--- src/rtl/shop_pkg.sv ---
// Shared definitions for the checkout ledger: default widths, FSM state codes, saturation helper.
package shop_pkg;

  localparam int W_WIDTH_DEF    = 4;
  localparam int P_WIDTH_DEF    = 4;
  localparam int CNT_WIDTH_DEF  = 8;
  localparam int SUM_WIDTH_DEF  = 16;
  localparam int HIST_DEPTH_DEF = 4;

  localparam logic [1:0] ST_IDLE = 2'd0;
  localparam logic [1:0] ST_MUL  = 2'd1;
  localparam logic [1:0] ST_ACC  = 2'd2;

  // Largest unsigned value of a given width; widths above 32 clamp to 32 ones.
  function automatic logic [31:0] sat_max(input int width);
    return (width >= 32) ? 32'hFFFF_FFFF : ((32'd1 << width) - 32'd1);
  endfunction

endpackage

--- src/rtl/shop_mul.sv ---
// Sequential shift-add multiplier: one multiplier bit per cycle, LSB first, W_WIDTH steps.
// done_o is high during the final step; prod_o holds the full product after that edge.
module shop_mul #(
  parameter int W_WIDTH = 4,
  parameter int P_WIDTH = 4
) (
  input  logic                       clk_i,
  input  logic                       reset_i,
  input  logic                       start_i,
  input  logic                       abort_i,
  input  logic [W_WIDTH-1:0]         mplier_i,
  input  logic [P_WIDTH-1:0]         mcand_i,
  output logic                       done_o,
  output logic [W_WIDTH+P_WIDTH-1:0] prod_o
);

  localparam int PW = W_WIDTH + P_WIDTH;
  localparam int CW = $clog2(W_WIDTH + 1);

  logic          run_q, run_d;
  logic [CW-1:0] cnt_q, cnt_d;
  logic [PW-1:0] mcand_q, mcand_d;
  logic [W_WIDTH-1:0] mplier_q, mplier_d;
  logic [PW-1:0] acc_q, acc_d;

  always_comb begin
    run_d    = run_q;
    cnt_d    = cnt_q;
    mcand_d  = mcand_q;
    mplier_d = mplier_q;
    acc_d    = acc_q;
    if (abort_i) begin
      run_d = 1'b0;
    end else if (start_i) begin
      run_d    = 1'b1;
      cnt_d    = CW'(W_WIDTH);
      mcand_d  = PW'(mcand_i);
      mplier_d = mplier_i;
      acc_d    = '0;
    end else if (run_q) begin
      if (mplier_q[0]) acc_d = acc_q + mcand_q;
      mcand_d  = mcand_q << 1;
      mplier_d = mplier_q >> 1;
      cnt_d    = cnt_q - CW'(1);
      if (cnt_q == CW'(1)) run_d = 1'b0;
    end
  end

  always_ff @(posedge clk_i) begin
    if (!reset_i) begin
      run_q    <= 1'b0;
      cnt_q    <= '0;
      mcand_q  <= '0;
      mplier_q <= '0;
      acc_q    <= '0;
    end else begin
      run_q    <= run_d;
      cnt_q    <= cnt_d;
      mcand_q  <= mcand_d;
      mplier_q <= mplier_d;
      acc_q    <= acc_d;
    end
  end

  assign done_o = run_q && (cnt_q == CW'(1));
  assign prod_o = acc_q;

endmodule

--- src/rtl/shop_ledger.sv ---
// Checkout accumulator: cal multiplies weight*per, commits W_WIDTH+1 edges later into a saturating total.
// Define SHOP_LEDGER_VOID_EN to build the LIFO history and the void (undo) path.
module shop_ledger
  import shop_pkg::*;
#(
  parameter int W_WIDTH    = W_WIDTH_DEF,
  parameter int P_WIDTH    = P_WIDTH_DEF,
  parameter int CNT_WIDTH  = CNT_WIDTH_DEF,
  parameter int SUM_WIDTH  = SUM_WIDTH_DEF,
  parameter int HIST_DEPTH = HIST_DEPTH_DEF
) (
  input  logic                       clk100mhz_i,
  input  logic                       reset_i,
  input  logic                       cal_i,
  input  logic                       clr_i,
  input  logic                       void_i,
  input  logic [W_WIDTH-1:0]         weight_i,
  input  logic [P_WIDTH-1:0]         per_i,
  output logic [W_WIDTH+P_WIDTH-1:0] price_o,
  output logic [CNT_WIDTH-1:0]       times_o,
  output logic [SUM_WIDTH-1:0]       sum_o,
  output logic                       busy_o,
  output logic                       done_o,
  output logic                       overflow_o,
  output logic                       void_err_o,
  output logic                       state_cal_o,
  output logic                       state_reset_o
);

  localparam int PW = W_WIDTH + P_WIDTH;
  localparam logic [SUM_WIDTH-1:0] SUM_MAX = SUM_WIDTH'(sat_max(SUM_WIDTH));
  localparam logic [CNT_WIDTH-1:0] CNT_MAX = CNT_WIDTH'(sat_max(CNT_WIDTH));

  logic [1:0]           state_q, state_d;
  logic [PW-1:0]        price_q, price_d;
  logic [SUM_WIDTH-1:0] sum_q, sum_d;
  logic [CNT_WIDTH-1:0] times_q, times_d;
  logic ovf_q, ovf_d, done_q, done_d, verr_q, verr_d;
  logic scal_q, scal_d, srst_q, srst_d;
  logic mul_start, mul_done;
  logic [PW-1:0]        mul_prod;
  logic [SUM_WIDTH:0]   sum_ext;

  shop_mul #(.W_WIDTH(W_WIDTH), .P_WIDTH(P_WIDTH)) u_mul (
    .clk_i    (clk100mhz_i),
    .reset_i  (reset_i),
    .start_i  (mul_start),
    .abort_i  (clr_i),
    .mplier_i (weight_i),
    .mcand_i  (per_i),
    .done_o   (mul_done),
    .prod_o   (mul_prod)
  );

  assign sum_ext = {1'b0, sum_q} + (SUM_WIDTH+1)'(mul_prod);

`ifdef SHOP_LEDGER_VOID_EN
  localparam int HC = $clog2(HIST_DEPTH + 1);
  logic [PW-1:0] hist_q [HIST_DEPTH];
  logic [HC-1:0] hcnt_q;
  logic          hist_push, hist_pop;

  // Newest entry lives at index 0; a push into a full buffer drops the oldest off the end.
  always_ff @(posedge clk100mhz_i) begin
    if (!reset_i || clr_i) begin
      hcnt_q <= '0;
      for (int i = 0; i < HIST_DEPTH; i++) hist_q[i] <= '0;
    end else if (hist_push) begin
      hist_q[0] <= mul_prod;
      for (int i = 1; i < HIST_DEPTH; i++) hist_q[i] <= hist_q[i-1];
      if (hcnt_q != HC'(HIST_DEPTH)) hcnt_q <= hcnt_q + HC'(1);
    end else if (hist_pop) begin
      for (int i = 0; i < HIST_DEPTH - 1; i++) hist_q[i] <= hist_q[i+1];
      hist_q[HIST_DEPTH-1] <= '0;
      hcnt_q <= hcnt_q - HC'(1);
    end
  end
`else
  logic unused_void;
  assign unused_void = void_i ^ HIST_DEPTH[0];
`endif

  always_comb begin
    state_d   = state_q;
    price_d   = price_q;
    sum_d     = sum_q;
    times_d   = times_q;
    ovf_d     = ovf_q;
    scal_d    = scal_q;
    srst_d    = srst_q;
    done_d    = 1'b0;
    verr_d    = 1'b0;
    mul_start = 1'b0;
`ifdef SHOP_LEDGER_VOID_EN
    hist_push = 1'b0;
    hist_pop  = 1'b0;
`endif
    if (clr_i) begin
      state_d = ST_IDLE;
      price_d = '0;
      sum_d   = '0;
      times_d = '0;
      ovf_d   = 1'b0;
      scal_d  = 1'b0;
      srst_d  = 1'b1;
    end else begin
      case (state_q)
        ST_IDLE: begin
`ifdef SHOP_LEDGER_VOID_EN
          // A saturated total no longer reflects the history, so undo is refused.
          if (void_i) begin
            if (hcnt_q == '0 || ovf_q) begin
              verr_d = 1'b1;
            end else begin
              hist_pop = 1'b1;
              sum_d    = sum_q - SUM_WIDTH'(hist_q[0]);
              times_d  = times_q - CNT_WIDTH'(1);
              price_d  = '0;
              done_d   = 1'b1;
            end
          end else
`endif
          if (cal_i) begin
            mul_start = 1'b1;
            state_d   = ST_MUL;
          end
        end
        ST_MUL: if (mul_done) state_d = ST_ACC;
        ST_ACC: begin
          price_d = mul_prod;
          if (sum_ext > {1'b0, SUM_MAX}) begin
            sum_d = SUM_MAX;
            ovf_d = 1'b1;
          end else begin
            sum_d = sum_ext[SUM_WIDTH-1:0];
          end
          if (times_q == CNT_MAX) ovf_d = 1'b1;
          else times_d = times_q + CNT_WIDTH'(1);
`ifdef SHOP_LEDGER_VOID_EN
          hist_push = 1'b1;
`endif
          done_d  = 1'b1;
          scal_d  = 1'b1;
          srst_d  = 1'b0;
          state_d = ST_IDLE;
        end
        default: state_d = ST_IDLE;
      endcase
    end
  end

  always_ff @(posedge clk100mhz_i) begin
    if (!reset_i) begin
      state_q <= ST_IDLE;
      price_q <= '0;
      sum_q   <= '0;
      times_q <= '0;
      ovf_q   <= 1'b0;
      done_q  <= 1'b0;
      verr_q  <= 1'b0;
      scal_q  <= 1'b0;
      srst_q  <= 1'b1;
    end else begin
      state_q <= state_d;
      price_q <= price_d;
      sum_q   <= sum_d;
      times_q <= times_d;
      ovf_q   <= ovf_d;
      done_q  <= done_d;
      verr_q  <= verr_d;
      scal_q  <= scal_d;
      srst_q  <= srst_d;
    end
  end

  assign price_o       = price_q;
  assign times_o       = times_q;
  assign sum_o         = sum_q;
  assign busy_o        = (state_q != ST_IDLE);
  assign done_o        = done_q;
  assign overflow_o    = ovf_q;
  assign void_err_o    = verr_q;
  assign state_cal_o   = scal_q;
  assign state_reset_o = srst_q;

endmodule

--- config.mk ---
export PLATFORM = sky130hd
export DESIGN_NAME = shop_ledger
export DESIGN_NICKNAME = d
export VERILOG_FILES = /design/src/rtl/shop_pkg.sv /design/src/rtl/shop_mul.sv /design/src/rtl/shop_ledger.sv
export SDC_FILE = /design/constraint.sdc
export NUM_CORES = 1
export LEC_CHECK = 0
export CORE_MARGIN = 3
export CORE_UTILIZATION = 47
export CTS_BUF_LIST = sky130_fd_sc_hd__clkbuf_8
export CTS_CLUSTER_SIZE = 14
export DETAILED_ROUTE_END_ITERATION = 10
export GPL_ROUTABILITY_DRIVEN = 0
export PLACE_DENSITY = 0.67
export SYNTH_ARGS = -nofsm -noshare
export SYNTH_HDL_FRONTEND = slang
export SYNTH_HIERARCHICAL = 1
export SYNTH_SLANG_ARGS = --single-unit
--- constraint.sdc ---
create_clock -name clk100mhz_i -period 2.7 [get_ports clk100mhz_i]
set_input_delay 0.675 -clock clk100mhz_i [delete_from_list [all_inputs] [get_ports clk100mhz_i]]
set_output_delay 0.675 -clock clk100mhz_i [all_outputs]
set_load 0.05 [all_outputs]
==> flow_summary.json, run 1 <==
{
  "numClockSinks": 62,
  "crit_chain": "or2_2 > clkdlybuf4s50_1",
  "hp-start": "state_reset_o",
  "grt_pass1_vias": 2725,
  "clk_pin_slew_ns": 0.07,
  "hold_buffers": 0,
  "fin_setup_tns_ns": 0,
  "antenna_found_initial": 0,
  "ant_nets": 0,
  "synthXorXnorAreaFrac_pct": 3.38,
  "grt_use_met3_pct": 3.08,
  "synth_area_mm2": 0.00337,
  "power.density_mw_per_mm2": 441,
  "async_flop_share_pct": 0,
  "worst-slew-pin-transition_ns": 0.552,
  "r2r-start": "sum_o[0]",
  "crit_path_end_kind": "primary output",
  "syn_nets": 414,
  "multi_input_area_mm2": 0.00200,
  "cts_buffers": 9,
  "clockRootBuffer": "clkbuf_8",
  "slew-limit-headroom_pct": 63.0,
  "yosys_warnings": 6,
  "routed_wl_mm": 7.37,
  "hold_path_class": "register to register",
  "dieHeight_um": 90.6,
  "grt_pass1_wl_mm": 12.4,
  "syn_inst": 381,
  "syn_to_final_growth_pct": 23.2,
  "power_leakage_nw": 1.56,
  "final_cell_mix": "dfxtp_1 (62), clkdlybuf4s50_1 (48), nand2_1 (47), a21oi_1 (30), nor2_1 (22)",
  "period_minus_slack_ns": 2.40,
  "utilization_pct": 60.4,
  "r2r_slack_ns": 0.36,
  "whs_path_depth": 2,
  "finalHoldViolations": 0,
  "clk_latency_ns": 0.34,
  "post_cts_buffers": 0,
  "pin_count": 51,
  "synth_top_area_share_pct": 36.9,
  "r2r_end": "sum_o[9]",
  "clk_path_buf_depth": 2,
  "diodes": 0,
  "ctsResizeCount": 0,
  "synth_compound_area_share_pct": 22.5,
  "first_iter_violations": 85,
  "met1_usage_pct": 21.9,
  "final_common_cell": "dfxtp_1",
  "overflow": 0,
  "slew_violations": 0,
  "synth-edff-count": 0,
  "cts_tree": "done",
  "cp_slowest_cell": "clkdlybuf4s50_1",
  "rows": 30,
  "critical_path_buf_inv_count": 1,
  "fmax_mhz": 417,
  "ir_drop_mv": 0.293,
  "place_inst": 516,
  "finalNetCount": 464,
  "crit_type": "register to primary output",
  "fin_worst_skew_ns": 0.00906,
  "post_drt_wl_per_cell_um": 13.9,
  "drt-pass1-iter-count": 4,
  "ys.flop_type": "dfxtp_1",
  "finalSetupViolations": 0,
  "ff2ff_path_depth": 8,
  "synth-seq-cells": 62,
  "synth.distinct_cells": 61,
  "core_mm2": 0.00687,
  "worstPathRequired_ns": 2.03,
  "finalNonFillerCells": 531,
  "fillers": 615,
  "rsz0062_at_grt": "false",
  "grt_max_degree": 26,
  "port_buffers": 48,
  "dieArea_mm2": 0.00821,
  "hold_path_end": "state_reset_o",
  "fin_crit_sh_pct": 88.8,
  "max_stage_delay_ns": 0.71,
  "yosysTopAreaCell": "dfxtp_1",
  "synth.area.top_cells": "dfxtp_1 (37%), ha_1 (6.7%), nand2_1 (5.2%), a21oi_1 (4.5%), mux2i_1 (3.0%)",
  "grt_busiest_layer": "met2",
  "drive_gt1_share_pct": 10.8,
  "synth_top_family_by_area": "compound AO/OA/AOI/OAI gates",
  "vias_per_cell": 5.46,
  "worstSetupStartpointType": "register",
  "global_route.usage.met2_pct": 32.4,
  "seqCellArea_mm2": 0.00124,
  "die_w_um": 90.6,
  "path_max_fanout": 5,
  "synthMuxAreaShare_pct": 2.97,
  "synth-seq-area-share_pct": 36.9,
  "via_count": 2900,
  "cap_violations": 0,
  "outcome": "finished clean",
  "synth-simple-area-share_pct": 22.3,
  "hold_slack_ns": 0.456,
  "htree_levels": 3,
  "grt_usage_pct": 18.5,
  "synthAdderAreaFrac_pct": 7.88,
  "initial_core_util_pct": 49.0,
  "post-route-drc-count": 0,
  "avgSynthCellArea_um2": 8.83,
  "crit_family": "buffers and inverters",
  "cp.arrival_ns": 1.72,
  "dpl.hpwl_mm": 5.34
}
[how the worst max path moves through the flow]
stage	from	end	slack [ns]	cells past startpoint
after global routing	sum_o[0]	sum_o[9]	0.24	8
after detailed placement	clr_i	u_mul/prod_o[3]	0.22	7
after floorplan	sum_o[0]	sum_o[9]	0.26	8
final	state_q[1]	busy_o	0.30	2
after CTS	state_q[1]	busy_o	0.28	2
after global placement	clr_i	u_mul/prod_o[3]	0.23	7
[cell type report]
type | count | share of cell area, %
Clock buffer | 10 | 3.32
Clock inverter | 5 | 1.24
Inverter | 12 | 1.09
Multi-Input combinational cell | 288 | 48.1
Sequential cell | 62 | 29.9
Tap cell | 96 | 2.90
Timing Repair Buffer | 58 | 13.4
[metal layers]
| metal | part of all wire (%) | vias to the layer above |
|---|---|---|
| li1 | - | 1473 |
| met5 | 0 | - |
| met3 | 3.3 | 11 |
| met4 | 1.8 | 0 |
| met2 | 49 | 56 |
| met1 | 46 | 1360 |
[cells in the mapped netlist, types with 2 or more instances]
cell type	instances
nand2_1	47
nor3b_1	2
o21a_1	4
a211oi_1	4
a21boi_1	6
nor2_4	2
a21o_1	4
or3_1	2
nand2b_1	3
nor2b_1	10
inv_1	12
o22ai_1	2
fa_1	2
o211a_1	8
o21ai_1	2
a211oi_2	2
nand3b_1	8
nand4_1	4
mux2i_1	10
nand3_1	14
nor2_1	22
xnor2_1	8
o211ai_1	5
a21oi_1	30
o21bai_1	2
dfxtp_1	62
a22oi_1	3
clkbuf_1	11
a221oi_2	3
o21ai_2	3
ha_1	18
xor2_1	5
o21ai_0	11
nor3_1	13
nor4_2	2
buf_2	5
and3_1	4
buf_4	3
[worst register-to-register path, cell delays in order, from the launching register on]
cell and delay (ns):
dfxtp_1 0.38, ha_1 0.20, inv_1 0.06, fa_1 0.40
nor2b_1 0.20, o21bai_2 0.12, a211oi_4 0.49, o21ai_2 0.13
a221oi_2 0.28
[power by group]
group	leakage (nW)	switching [mW]	internal, mW
Combinational	0.961	0.0564	0.0478
Sequential	0.501	0.00940	0.925
Clock	0.0993	0.352	0.439
Total	1.56	0.418	1.41
[state kept, by name, summed over array words and instances, names as in the netlist]
signal,count
done_o,1
overflow_o,1
price_o,8
state_cal_o,1
state_q,2
state_reset_o,1
sum_o,16
times_o,8
u_mul/cnt_q,3
u_mul/mcand_q,8
u_mul/mplier_q,4
u_mul/prod_o,8
u_mul/run_q,1
[logic make-up (layout without fill, tap and decap cells)]
family / after synthesis / after routing
AO/OA/AOI/OAI: 101 / 101
XOR/XNOR: 13 / 13
adder cells (fa/ha/maj): 20 / 20
buffers and inverters: 31 / 85
flip-flops: 62 / 62
multiplexers: 10 / 10
other: 1 / 1
AND/OR/NAND/NOR: 143 / 143
[stage by stage]
step                setup slack (ns)  power [mW]  cell area, µm²
floorplan                      0.262        1.02            3370
global placement               0.230        1.06            3960
detailed placement             0.220        1.06            3960
CTS                            0.281        1.85            4150
global route                   0.239        1.90            4150
finish                         0.303        1.83            4150
(Power assumes the default switching activity.)
==> run 2, diff against run 1 <==
CTS_CLUSTER_SIZE = default   (was 14)
==> results of run 2 <==
Same layout as run 1: the final DEF is identical, and so are final timing and power.
==> run 3, diff against run 2 <==
ABC_CLOCK_PERIOD_IN_PS = 2700   (was default)
CTS_CLUSTER_SIZE = 10   (was default)
==> results of run 3 <==
Same layout as run 1: the final DEF is identical, and so are final timing and power.
